$ cat config.mk
export PLATFORM = sky130hd
export DESIGN_NAME = instr_fetch_seq
export DESIGN_NICKNAME = d
export VERILOG_FILES = /design/src/rtl/instr_fetch_seq.sv
export SDC_FILE = /design/constraint.sdc
export NUM_CORES = 1
export LEC_CHECK = 0
export ABC_AREA = 1
export CORE_UTILIZATION = 25
export DETAILED_ROUTE_END_ITERATION = 6
export GPL_TIMING_DRIVEN = 0
export PLACE_DENSITY = 0.49
export SLEW_MARGIN = 20
export SYNTH_ARGS = -nofsm -noshare
export SYNTH_HDL_FRONTEND = slang
export SYNTH_SLANG_ARGS = --single-unit
export TNS_END_PERCENT = 1
$ cat constraint.sdc
create_clock -name clk -period 4.6 [get_ports clk]
set_input_delay 0.92 -clock clk [delete_from_list [all_inputs] [get_ports clk]]
set_output_delay 0.92 -clock clk [all_outputs]
set_load 0.03 [all_outputs]
$ cat src/rtl/instr_fetch_seq.sv
// Fetch/decode sequencer: owns program memory and PC, resolves conditional jumps locally and
// issues ALU instructions to execute over valid/ready. Optional counters: INSTR_FETCH_PERF_CNT_EN.
module instr_fetch_seq #(
  parameter  int unsigned PROG_DEPTH = 16,
  parameter  int unsigned IW         = 32,
  localparam int unsigned AW         = $clog2(PROG_DEPTH)
) (
  input  logic          clk,
  input  logic          sys_rst,
  input  logic          start,
  input  logic          prog_we,
  input  logic [AW-1:0] prog_addr,
  input  logic [IW-1:0] prog_data,
  output logic [IW-1:0] ir_out,
  output logic          ir_valid,
  input  logic          ir_ready,
  input  logic          exec_done,
  input  logic          sign_in,
  input  logic          zero_in,
  input  logic          overflow_in,
  input  logic          carry_in,
  output logic [AW-1:0] pc_out,
  output logic          busy,
`ifdef INSTR_FETCH_PERF_CNT_EN
  output logic          halted,
  output logic [31:0]   retired_cnt,
  output logic [31:0]   cycle_cnt
`else
  output logic          halted
`endif
);

  localparam int unsigned OPW = 5;
  localparam int unsigned CW  = 32;

  localparam logic [OPW-1:0] OP_JMP   = 5'b10000;
  localparam logic [OPW-1:0] OP_JC    = 5'b10001;
  localparam logic [OPW-1:0] OP_JNC   = 5'b10010;
  localparam logic [OPW-1:0] OP_JS    = 5'b10011;
  localparam logic [OPW-1:0] OP_JNS   = 5'b10100;
  localparam logic [OPW-1:0] OP_JZ    = 5'b10101;
  localparam logic [OPW-1:0] OP_JNZ   = 5'b10110;
  localparam logic [OPW-1:0] OP_JO    = 5'b10111;
  localparam logic [OPW-1:0] OP_JNO   = 5'b11000;
  localparam logic [OPW-1:0] OP_HALT  = 5'b11001;

  typedef enum logic [2:0] {
    S_IDLE,
    S_FETCH,
    S_DECODE,
    S_ISSUE,
    S_WAIT,
    S_HALT
  } state_e;

  typedef struct packed {
    logic s;
    logic z;
    logic o;
    logic c;
  } flags_t;

  state_e         state_q, state_d;
  logic [AW-1:0]  pc_q, pc_d;
  logic [IW-1:0]  ir_reg_q;
  logic [IW-1:0]  ir_out_q, ir_out_d;
  logic           ir_valid_q, ir_valid_d;
  logic           halted_q, halted_d;
  logic           busy_q, busy_d;
  flags_t         flags_q, flags_d;

  logic [IW-1:0]  mem_q [PROG_DEPTH];
  logic [OPW-1:0] opcode;
  logic           is_branch;
  logic           is_halt;
  logic           br_taken;
  logic           prog_ok;

  assign opcode  = ir_reg_q[IW-1 -: OPW];
  assign is_halt = (opcode == OP_HALT);
  assign prog_ok = prog_we && ((state_q == S_IDLE) || (state_q == S_HALT));

  // Program memory: loads only while parked; synchronous read in FETCH.
  always_ff @(posedge clk) begin
    if (prog_ok) begin
      mem_q[prog_addr] <= prog_data;
    end
    if (state_q == S_FETCH) begin
      ir_reg_q <= mem_q[pc_q];
    end
  end

  // Branch classification and condition evaluation against the latched flags.
  always_comb begin
    is_branch = 1'b1;
    br_taken  = 1'b0;
    case (opcode)
      OP_JMP:  br_taken = 1'b1;
      OP_JC:   br_taken = flags_q.c;
      OP_JNC:  br_taken = !flags_q.c;
      OP_JS:   br_taken = flags_q.s;
      OP_JNS:  br_taken = !flags_q.s;
      OP_JZ:   br_taken = flags_q.z;
      OP_JNZ:  br_taken = !flags_q.z;
      OP_JO:   br_taken = flags_q.o;
      OP_JNO:  br_taken = !flags_q.o;
      default: is_branch = 1'b0;
    endcase
  end

  // Sequencer next-state and datapath updates.
  always_comb begin
    state_d    = state_q;
    pc_d       = pc_q;
    ir_out_d   = ir_out_q;
    ir_valid_d = ir_valid_q;
    flags_d    = flags_q;

    unique case (state_q)
      S_IDLE: begin
        if (start) begin
          state_d = S_FETCH;
        end
      end
      S_FETCH: begin
        state_d = S_DECODE;
      end
      S_DECODE: begin
        if (is_halt) begin
          state_d = S_HALT;
        end else if (is_branch) begin
          pc_d    = br_taken ? ir_reg_q[AW-1:0] : pc_q + AW'(1);
          state_d = S_FETCH;
        end else begin
          ir_out_d   = ir_reg_q;
          ir_valid_d = 1'b1;
          state_d    = S_ISSUE;
        end
      end
      S_ISSUE: begin
        if (ir_ready) begin
          ir_valid_d = 1'b0;
          state_d    = S_WAIT;
        end
      end
      S_WAIT: begin
        if (exec_done) begin
          flags_d = '{s: sign_in, z: zero_in, o: overflow_in, c: carry_in};
          pc_d    = pc_q + AW'(1);
          state_d = S_FETCH;
        end
      end
      S_HALT: begin
        if (start) begin
          pc_d    = '0;
          flags_d = '0;
          state_d = S_FETCH;
        end
      end
      default: begin
        state_d = S_IDLE;
      end
    endcase

    halted_d = (state_d == S_HALT);
    busy_d   = state_d inside {S_FETCH, S_DECODE, S_ISSUE, S_WAIT};
  end

  always_ff @(posedge clk) begin
    if (sys_rst) begin
      state_q    <= S_IDLE;
      pc_q       <= '0;
      ir_out_q   <= '0;
      ir_valid_q <= 1'b0;
      halted_q   <= 1'b0;
      busy_q     <= 1'b0;
      flags_q    <= '0;
    end else begin
      state_q    <= state_d;
      pc_q       <= pc_d;
      ir_out_q   <= ir_out_d;
      ir_valid_q <= ir_valid_d;
      halted_q   <= halted_d;
      busy_q     <= busy_d;
      flags_q    <= flags_d;
    end
  end

  assign ir_out   = ir_out_q;
  assign ir_valid = ir_valid_q;
  assign pc_out   = pc_q;
  assign busy     = busy_q;
  assign halted   = halted_q;

`ifdef INSTR_FETCH_PERF_CNT_EN
  logic [CW-1:0] retired_q, retired_d;
  logic [CW-1:0] cycle_q, cycle_d;
  logic          retire_evt;

  // Saturating counters; a restart from HALT begins a fresh measurement.
  always_comb begin
    retire_evt = ((state_q == S_DECODE) && is_branch) || ((state_q == S_WAIT) && exec_done);
    retired_d  = retired_q;
    cycle_d    = cycle_q;
    if ((state_q == S_HALT) && start) begin
      retired_d = '0;
      cycle_d   = '0;
    end else begin
      if (retire_evt && (retired_q != '1)) begin
        retired_d = retired_q + CW'(1);
      end
      if (busy_q && (cycle_q != '1)) begin
        cycle_d = cycle_q + CW'(1);
      end
    end
  end

  always_ff @(posedge clk) begin
    if (sys_rst) begin
      retired_q <= '0;
      cycle_q   <= '0;
    end else begin
      retired_q <= retired_d;
      cycle_q   <= cycle_d;
    end
  end

  assign retired_cnt = retired_q;
  assign cycle_cnt   = cycle_q;
`endif

endmodule

Yosys cells after proc, flatten, opt, wreduce, memory -nomap -nowiden
Memories as Yosys holds them, arrays and structs flattened. A register that Yosys moved wholly into a read port is not among the register bits. Cells that the tools add are included.

Register bits: 46. Latch bits: 0. Bits in writable memories: 512. ROM bits: 0. Input bits: 46. Output and inout port bits: 39. Logic and storage cells: 79. Memories: 1.

$add $sub $neg: 1. Multipliers: 0. Div/mod/pow operators: 0. Order comparisons: 0. Eq/ne operators: 26. Shifts and indexed selects: 0. Muxes and demuxes: 22. Bitwise operators: 2. Reductions and logical operators: 17.

Memories: mem_q (depth 16, width 32, rd ports 1, clocked after memory_dff 1, write ports 1, line 72) `logic [IW-1:0] mem_q [PROG_DEPTH];`.

Operators with widths (number): 5-bit equality test (second input constant) (10); 4-bit 2-to-1 mux (6); 3-bit one-hot mux with 5 select lines (1); 3-bit by 2-bit equality test with 1-bit output (second input constant) (4); 3-bit equality test (second input constant) (4); 3-bit 2-to-1 mux (4); 2-bit != test (second input constant) (6); 4-bit one-hot mux with 3 select lines (1); 1-bit one-hot mux with 9 select lines (1); 9-bit OR reduction (1); 4-bit one-hot mux with 2 select lines (1); 3-bit by 1-bit equality test with 1-bit output (second input constant) (2); 1-bit 2-to-1 mux (6); 3-bit AND reduction (2); 5-bit AND reduction (1); 4-bit by 1-bit adder with 4-bit output (second input constant) (1); 1-bit zero test (4); 4-bit AND reduction (1); 2-bit nonzero test (2); 4-bit nonzero test (1); 3-bit zero test (1); 3-bit nonzero test (1); 2-bit 2-to-1 mux (1); 1-bit inverter (2); 4 further kinds (4).

Logic depth before layout (Yosys ltp)
Gate-level depths: netlist (run 1).

Depth in word-level cells: 8. Mapped depth: 12. Mapped depth without buffers: 12.

Worst setup path before layout (run 1)
No wires, ideal clock.

Kind: flip-flop to flip-flop. From: reg state_q[0]. To: reg busy_q (netlist: busy). Library setup time: 0.114 ns. Arrival time: 3.223 ns. Required time: 4.486 ns. Slack: 1.263 ns. Stages on the path, launching flop included: 8. Path buffers: 0. Period minus slack after synthesis: 3.337 ns. Cell sequence: dfxtp_1 -> inv_2 -> nor3_1 -> nor3_4 -> nand2_2 -> nand2_2 -> nand2_1 -> nor2_2.

Cells in the longest elaborated chain, start to end: 5. Elaborated cells between the ends (all ways): 16. Classes of those cells: 9 x eq/ne; 4 x mux; 3 x reduce/logical.

RTL lines: from (decl) (line 63) `state_e state_q, state_d;`; from (signal assigned) (line 179) `state_q <= state_d;`; 3-bit equality test or 3-bit zero test (tied branches) (line 119) `unique case (state_q)`; 2-bit OR reduction (no source line); 3-bit one-hot mux with 5 select lines (*) (line 119); 3-bit by 1-bit equality test with 1-bit output, or another cell as far along (line 166) `busy_d = state_d inside {S_FETCH, S_DECODE, S_ISSUE, S_WAIT};`; 4-bit nonzero test (*) (line 166); to (signal assigned) (line 184) `busy_q <= busy_d;`; to (decl) (line 69) `logic busy_q, busy_d;`.

Every way passes the cells marked *; elsewhere a longest branch is shown, timed or not. A chain may end at the register's enable or synchronous reset.

Worst setup path in the final report (run 1)
From: in prog_we. To: mem mem_q[12][9], enable pin.

Cells in the longest elaborated chain, start to end: 3.

RTL lines: from (decl) (line 11) `input logic prog_we,`; 1-bit logical AND (line 81) `assign prog_ok = prog_we && ((state_q == S_IDLE) || (state_q == S_HALT));`; 1-bit 2-to-1 mux (line 85) `if (prog_ok) begin`; 1-bit 2-to-1 mux (not written as such) (line 86) `mem_q[prog_addr] <= prog_data;`; to (decl) (line 72).

Every way passes these cells.

==> load_flow_metrics.sql, run 1 <==
INSERT INTO impl_metrics (metric_group, metric, value, unit) VALUES
('run_status', 'run_status', 'completed', ''),
('power', 'cell_internal_power_dissipation', '9.626', 'mW'),
('floorplanning', 'die_area', '0.09317', 'mm2'),
('power', 'power_frac_seq', '0.475', ''),
('drt', 'wl_met3', '5.540', 'mm'),
('sta', 'final.min_clock_period', '2.865', 'ns'),
('sta', 'fraction_of_the_cycle_the_final_worst_path_needs', '0.6227', ''),
('power', 'power_density', '462.1', 'mW/mm2'),
('power', 'leakage_power', '8.773', 'nW'),
('clocking', 'cts_setup_buffers', '0', ''),
('sta', 'tightest_slew', '1.169', 'ns'),
('global_routing', 'grt_first_pass_wirelength', '106.4', 'mm'),
('yosys', 'synth-main-ff-cell', 'edfxtp_1', ''),
('yosys', 'synth_fp_nets', '1659', ''),
('worst_setup_path', 'critical_path.endpoint_type', 'register', ''),
('global_routing', 'grt_pass1_vias', '14590', ''),
('power', 'power.switching', '3.452', 'mW'),
('yosys', 'netlist_area', '0.02299', 'mm2'),
('layout', 'nets', '1846', ''),
('floorplanning', 'dieHeight', '305.2', 'um'),
('yosys', 'yosys-top-cells-area', 'edfxtp_1 71%, nor2_1 5.0%, dfxtp_1 4.0%', ''),
('worst_setup_path', 'crit_path_top_delay_cell', 'nor2_4', ''),
('drt', 'viasPerCell', '4.887', ''),
('sta', 'grt_setup_unrepaired', 'no', ''),
('placed_design', 'globalplace.congestion', '0.8003', ''),
('yosys', 'syn_area_per_cell', '14.26', 'um2'),
('yosys', 'share_of_the_synthesized_area_in_the_top_cell_type', '0.7106', ''),
('yosys', 'synth_cell_type_count', '36', ''),
('yosys', 'synth_seq_cells', '590', ''),
('global_routing', 'grt.overflow.total', '0', ''),
('drt', 'wl_per_cell', '24.53', 'um'),
('worst_setup_path', 'cp.arrival', '3.16', 'ns'),
('layout', 'flow.area_growth_from_synthesis', '23.11', '%'),
('worst_setup_path', 'timing.critical_path.required', '4.89', 'ns'),
('floorplanning', 'core', '0.09056', 'mm2'),
('layout', 'post_route_cells_drive_above_1_share', '0.1174', ''),
('worst_setup_path', 'worstSetupPathType', 'input pin to register', ''),
('drt', 'route.top_layer_used', 'met4', ''),
('clocking', 'clk_transition_reported_paths', '0.05', 'ns'),
('yosys', 'synth.yosys.warnings', '0', ''),
('global_routing', 'grt.total_usage', '0.1583', ''),
('clocking', 'tritoncts.num_buffers', '66', ''),
('global_routing', 'grt_antenna_before_repair', '1', ''),
('drt', 'drt_pass1_iterations', '5', ''),
('layout', 'finalNonFillerCells', '3027', ''),
('clocking', 'cts.root.buffer_cell', 'clkbuf_16', ''),
('floorplanning', 'design.portCount', '85', ''),
('clocking', 'tritoncts_clock_tree', 'yes', ''),
('yosys', 'synth_cells', '1612', ''),
('yosys', 'synth_seq_area_share', '0.7507', ''),
('drt', 'wl', '74.24', 'mm'),
('placed_design', 'place_hpwl', '49.83', 'mm'),
('sta', 'maxSlewViolCount', '0', ''),
('clocking', 'cts_resized', '0', ''),
('worst_setup_path', 'cp_cell_sequence', 'clkdlybuf4s50_1 -> inv_1 -> nor2_1 -> nand3_1 -> nor2_4 -> buf_12', ''),
('power', 'pwr-share-clk', '0.392', ''),
('drt', 'dr_wl_met2', '34.62', 'mm'),
('yosys', 'postSynth.asyncResetShare', '0', ''),
('worst_setup_path', 'cpPeakStageDelay', '0.72', 'ns'),
('placed_design', 'place.port_buffers', '84', ''),
('sta', 'hold_viol', '0', ''),
('drt', 'drtIter0Drc', '1586', ''),
('sta', 'achievable-frequency', '349.1', 'MHz'),
('worst_setup_path', 'count_of_buffer_and_inverter_cells_on_the_critical_path', '3', ''),
('clocking', 'clock_tree.htree_level_count', '3', ''),
('floorplanning', 'die-width', '305.2', 'um'),
('floorplanning', 'floorplan_row_count', '110', ''),
('clocking', 'clkSinkCount', '590', ''),
('yosys', 'most_common_library_cells_after_synthesis', '544 x edfxtp_1, 304 x nor2_1, 165 x o21ai_0, 91 x mux2i_1, 91 x o221ai_1', ''),
('yosys', 'yosys.cell_count.top_type', 'edfxtp_1', ''),
('global_routing', 'grt_max_degree', '19', '');
## state kept, by name, indices dropped and copies added (netlist names)
register	count
ir_valid	1
busy	1
state_q	3
ir_out	32
flags_q	4
mem_q	512
halted	1
pc_out	4
ir_reg_q	32
## power groups by stage
stage	Combinational (mW)	Sequential (mW)	Clock, mW
final	1.74	6.21	5.12
after global routing	1.87	6.23	5.41
after CTS	1.76	6.21	5.21
after detailed placement	1.75	6.33	0
after global placement	1.67	6.34	0
after floorplan	0.802	6.41	0
## routing by layer
metal  up-vias  GRT usage
li1       6503          -
met1      7561     0.2184
met2       610     0.2531
met3       118    0.03238
met4         0    0.04008
met5         -          0
## metrics by stage
stage	TNS, ns	util	cell area [um2]	setup slack, ns	hold slack [ns]
final	0	0.3125	28300	1.735	0.4751
after global routing	0	0.3124	28300	1.570	0.4894
after CTS	0	0.3124	28300	1.726	0.4784
after detailed placement	0	0.2894	26210	1.091	0.4677
after global placement	-587.28	0.2794	25300	-1.475	0.4599
after floorplan	0	-	22990	1.263	0.4472
## placed cells by master (no fill, tap or decap), drive strengths merged
cell type	count
edfxtp	544
o211ai	36
nor2	309
buf	82
xor2	2
clkinv	26
o32ai	35
o22ai	2
inv	29
nand3b	1
diode	2
nand2	94
clkbuf	141
bufinv	4
dfxtp	46
o221ai	91
ha	1
nand3	33
mux2i	91
and2	1
a21oi	19
nor3	8
clkdlybuf4s50	84
clkinvlp	4
o21ai	166
## cell type report
| cell class | count | area, um2 | area share |
|---|---|---|---|
| multi-input combinational | 889 | 5176 | 0.1829 |
| clock inverter | 37 | 316.6 | 0.01119 |
| buffer | 107 | 576.8 | 0.02038 |
| tap | 1176 | 1471 | 0.05199 |
| inverter | 26 | 105.1 | 0.003714 |
| clock buffer | 81 | 1770 | 0.06256 |
| timing repair buffer | 119 | 1623 | 0.05734 |
| antenna | 2 | 5.005 | 0.0001768 |
| sequential | 590 | 17260 | 0.6098 |
## logic make-up (layout without fill, tap and decap cells)
family	count (synthesis)	in the layout	share of synthesized area
xor gates and xnor gates	2	2	0.0007621
adders and majority gates	1	1	0.0005442
muxes	91	91	0.03962
and+or+nand+nor	446	446	0.07789
buffers and inverters	133	370	0.02961
other	0	2	0
AOI/OAI and AO/OA	349	349	0.1009
DFF	590	590	0.7507
## path summary, 6_finish.rpt
kind               from  depth (start not counted)            to  slack, ns
max reg2reg   pc_out[1]                          6  ir_reg_q[12]       1.75
max             prog_we                          6  mem_q[12][9]       1.74
min reg2reg  ir_out[28]                          2    ir_out[28]       0.48
min          ir_out[28]                          2    ir_out[28]       0.48
## worst register-to-register path, stage by stage (launching register included)
cell      delay, ns
dfxtp_1        0.40
buf_2          0.31
clkbuf_1       0.50
clkbuf_1       0.77
o221ai_1       0.33
nand3_1        0.15
nand2_1        0.12
Power figures use the tool's default switching activity.
==> run 2, diff against run 1 <==
==> constraint.sdc (replaced) <==
create_clock -name clk -period 2.81 [get_ports clk]
set_input_delay 0.562 -clock clk [delete_from_list [all_inputs] [get_ports clk]]
set_output_delay 0.562 -clock clk [all_outputs]
set_load 0.03 [all_outputs]
==> run 2 against run 1 <==
  * The run now ends with negative setup slack left
  * Non-clock buffer count decreased by 3
  * Clock power increased by 56%
  * Via count decreased by 0.14%
  * Routed wire length increased by 1.0%
  * Die area unchanged
==> load_flow_metrics.sql, run 2 (synthesis gave the netlist of run 1 again) <==
INSERT INTO impl_metrics (metric_group, metric, value, unit) VALUES
('run_status', 'run_status', 'finished, violations left', ''),
('run_status', 'violations', 'negative setup slack', ''),
('worst_setup_path', 'setup.worst_path.start_class', 'register', ''),
('power', 'pwr-share-clk', '0.379', ''),
('layout', 'flow.area_growth_from_synthesis', '22.33', '%'),
('placed_design', 'dp_cells', '2902', ''),
('worst_setup_path', 'path_max_fanout', '14', ''),
('worst_setup_path', 'worst_path_dominant_cell_family', 'simple AND/OR/NAND/NOR gates', ''),
('power', 'pwr-share-comb', '0.137', ''),
('layout', 'largest_reg_by_ff_count', 'mem_q', ''),
('worst_hold_path', 'min-delay-path-class', 'register to register', ''),
('clocking', 'clk_transition_reported_paths', '0.06', 'ns'),
('floorplanning', 'die-width', '305.2', 'um'),
('sta', 'relative_slew_slack', '0.1739', ''),
('worst_setup_path', 'cpPeakStageDelay', '0.61', 'ns'),
('floorplanning', 'floorplan_row_count', '110', ''),
('sta', 'final.min_clock_period', '2.868', 'ns'),
('drt', 'wl', '75.02', 'mm'),
('worst_setup_path', 'timing.critical_path.required', '3.15', 'ns'),
('power', 'total_power', '21.01', 'mW'),
('worst_setup_path', 'count_of_buffer_and_inverter_cells_on_the_critical_path', '2', ''),
('floorplanning', 'dieHeight', '305.2', 'um'),
('sta', 'grt_setup_unrepaired', 'yes', ''),
('power', 'cell_internal_power_dissipation', '15.40', 'mW'),
('clocking', 'clock_tree.htree_level_count', '2', ''),
('layout', 'largest_register_ffs', '512', ''),
('layout', 'stdcell_area', '0.02812', 'mm2'),
('global_routing', 'grt.overflow.total', '0', ''),
('layout', 'most-common-layout-cells', '544 x edfxtp_1, 288 x nor2_1, 165 x o21ai_0', ''),
('flow_run', 'max_cap_viol_count', '0', ''),
('clocking', 'clk-insertion-delay-late', '0.64', 'ns'),
('placed_design', 'globalplace.congestion', '0.8164', ''),
('layout', 'final_core_util', '0.3105', ''),
('sta', 'fraction_of_the_cycle_the_final_worst_path_needs', '1.021', ''),
('layout', 'layout.cells.most_common', 'edfxtp_1', ''),
('global_routing', 'grt_max_degree', '20', ''),
('layout', 'multi_input_comb_area', '0.005182', 'mm2'),
('clocking', 'cts.hold.buffers_added', '0', ''),
('layout', 'storage_element_area', '0.01726', 'mm2'),
('layout', 'post_route_cells_drive_above_1_share', '0.1123', ''),
('clocking', 'cts.root.buffer_cell', 'clkbuf_16', ''),
('layout', 'nets', '1838', ''),
('power', 'sw_frac_of_total', '0.2671', ''),
('sta', 'timing.final.setup_violations', '33', ''),
('drt', 'viasPerCell', '4.891', ''),
('drt', 'drtIter0Drc', '1495', ''),
('floorplanning', 'core', '0.09056', 'mm2'),
('placed_design', 'detailed_place.area', '0.02615', 'mm2'),
('layout', 'fillerInstances', '8910', ''),
('power', 'power_frac_seq', '0.484', ''),
('sta', 'tightest_slew', '1.239', 'ns'),
('sta', 'hold_viol', '0', ''),
('global_routing', 'grt_pass1_vias', '14430', ''),
('clocking', 'tritoncts.num_buffers', '61', ''),
('drt', 'wl_per_cell', '24.84', 'um'),
('sta', 'achievable-frequency', '348.6', 'MHz'),
('layout', 'finalNonFillerCells', '3020', ''),
('worst_setup_path', 'critical_path.endpoint_type', 'register', ''),
('clocking', 'clkSinkCount', '590', ''),
('power', 'leakage_power', '8.680', 'nW'),
('global_routing', 'grt_antenna_before_repair', '2', ''),
('clocking', 'cts_max_path_buffers', '3', ''),
('floorplanning', 'start_util', '0.2538', ''),
('power', 'max-vdd-ir-drop', '0.4197', 'mV'),
('sta', 'post_route_skew', '0.02511', 'ns'),
('power', 'power_density', '747.3', 'mW/mm2'),
('floorplanning', 'die_area', '0.09317', 'mm2'),
('worst_setup_path', 'worstSetupPathType', 'register to register', ''),
('sta', 'maxSlewViolCount', '0', ''),
('placed_design', 'place.port_buffers', '84', ''),
('power', 'power.switching', '5.614', 'mW'),
('global_routing', 'grt.total_usage', '0.1575', ''),
('drt', 'routed-via-count', '14770', ''),
('worst_setup_path', 'cp_cell_sequence', 'nand2_4 -> nor2_2 -> nor2_1 -> nor2_1 -> nand3_1 -> nor2_4 -> buf_16 -> buf_16', ''),
('drt', 'drtAntennaViolNets', '0', ''),
('worst_setup_path', 'cp.arrival', '3.21', 'ns'),
('worst_setup_path', 'crit_path_top_delay_cell', 'nor2_4', ''),
('drt', 'drc_errors', '0', ''),
('sta', 'timing.final.ws_setup', '-0.05850', 'ns'),
('placed_design', 'place_hpwl', '49.72', 'mm'),
('clocking', 'tritoncts_clock_tree', 'yes', ''),
('worst_setup_path', 'reg2reg_slack', '-0.06', 'ns'),
('drt', 'drt_pass1_iterations', '5', ''),
('floorplanning', 'design.portCount', '85', ''),
('global_routing', 'grt_first_pass_wirelength', '106.2', 'mm');
run 2: changes by cell type in the layout (fill, tap and decap cells not counted), moves of 2 or more:
cell       before  now
clkbuf_16      68   62
buf_4          13   10
clkbuf_1       68   71
buf_16         20   18
clkbuf_2        3    5
clkbuf_8        2    0
run 2: metrics by stage:
stage / hold slack (ns) / worst slack, ns / setup TNS [ns]
after floorplan: 0.4472 / -0.002299 / -0.5886
after global placement: 0.4626 / -2.742 / -1312.79
after detailed placement: 0.4720 / -0.2986 / -39.38
after CTS: 0.4627 / -0.05682 / -0.8841
after global routing: 0.4985 / -0.2025 / -14.80
final: 0.4807 / -0.05850 / -0.8855
run 2: cell type report:
class | instances | share of cell area
sequential | 590 | 0.6136
antenna | 1 | 0.00008898
clock inverter | 36 | 0.01183
clock buffer | 79 | 0.05744
multi-input combinational | 889 | 0.1843
timing repair buffer | 116 | 0.05606
buffer | 107 | 0.02060
inverter | 26 | 0.003737
tap | 1176 | 0.05232
run 2: worst reg2reg max path, cell delays in order, from the launching register on:
cell and delay, ns:
dfxtp_1 0.50, nand2_4 0.14, nor2_2 0.12, nor2_1 0.08, nor2_1 0.25, nand3_1 0.41, nor2_4 0.62, buf_16 0.26
buf_16 0.18
run 2: repair_timing:
| item | in CTS | in global routing |
|---|---|---|
| pin swaps | 0 | 2 |
| gates cloned | 0 | 0 |
| resized for setup | 1 | 5 |
| setup buffers | 0 | 1 |
| endpoints found under the setup margin | 28 | 192 |
run 2: power by group through the flow:
stage          logic [mW]  clock network (mW)  registers, mW
4_1_cts              2.89                8.08           10.2
3_5_place_dp         2.88                   0           10.4
3_3_place_gp         2.73                   0           10.4
5_1_grt              3.07                8.37           10.2
6_report             2.88                7.97           10.2
2_1_floorplan        1.31                   0           10.5
run 2: routing by layer:
| layer | track usage | wire, um | up-vias |
|---|---|---|---|
| met2 | 0.2513 | 34300 | 559 |
| met3 | 0.03293 | 5679 | 101 |
| met1 | 0.2174 | 33390 | 7628 |
| li1 | - | - | 6480 |
| met5 | 0 | 25 | - |
| met4 | 0.03962 | 1624 | 4 |
run 2: path summary, 6_finish.rpt:
check / from / end / cells past startpoint
max: state_q[2] / mem_q[8][13] / 8
min: ir_out[23] / ir_out[23] / 2
max reg2reg: state_q[2] / mem_q[8][13] / 8
min reg2reg: ir_out[23] / ir_out[23] / 2
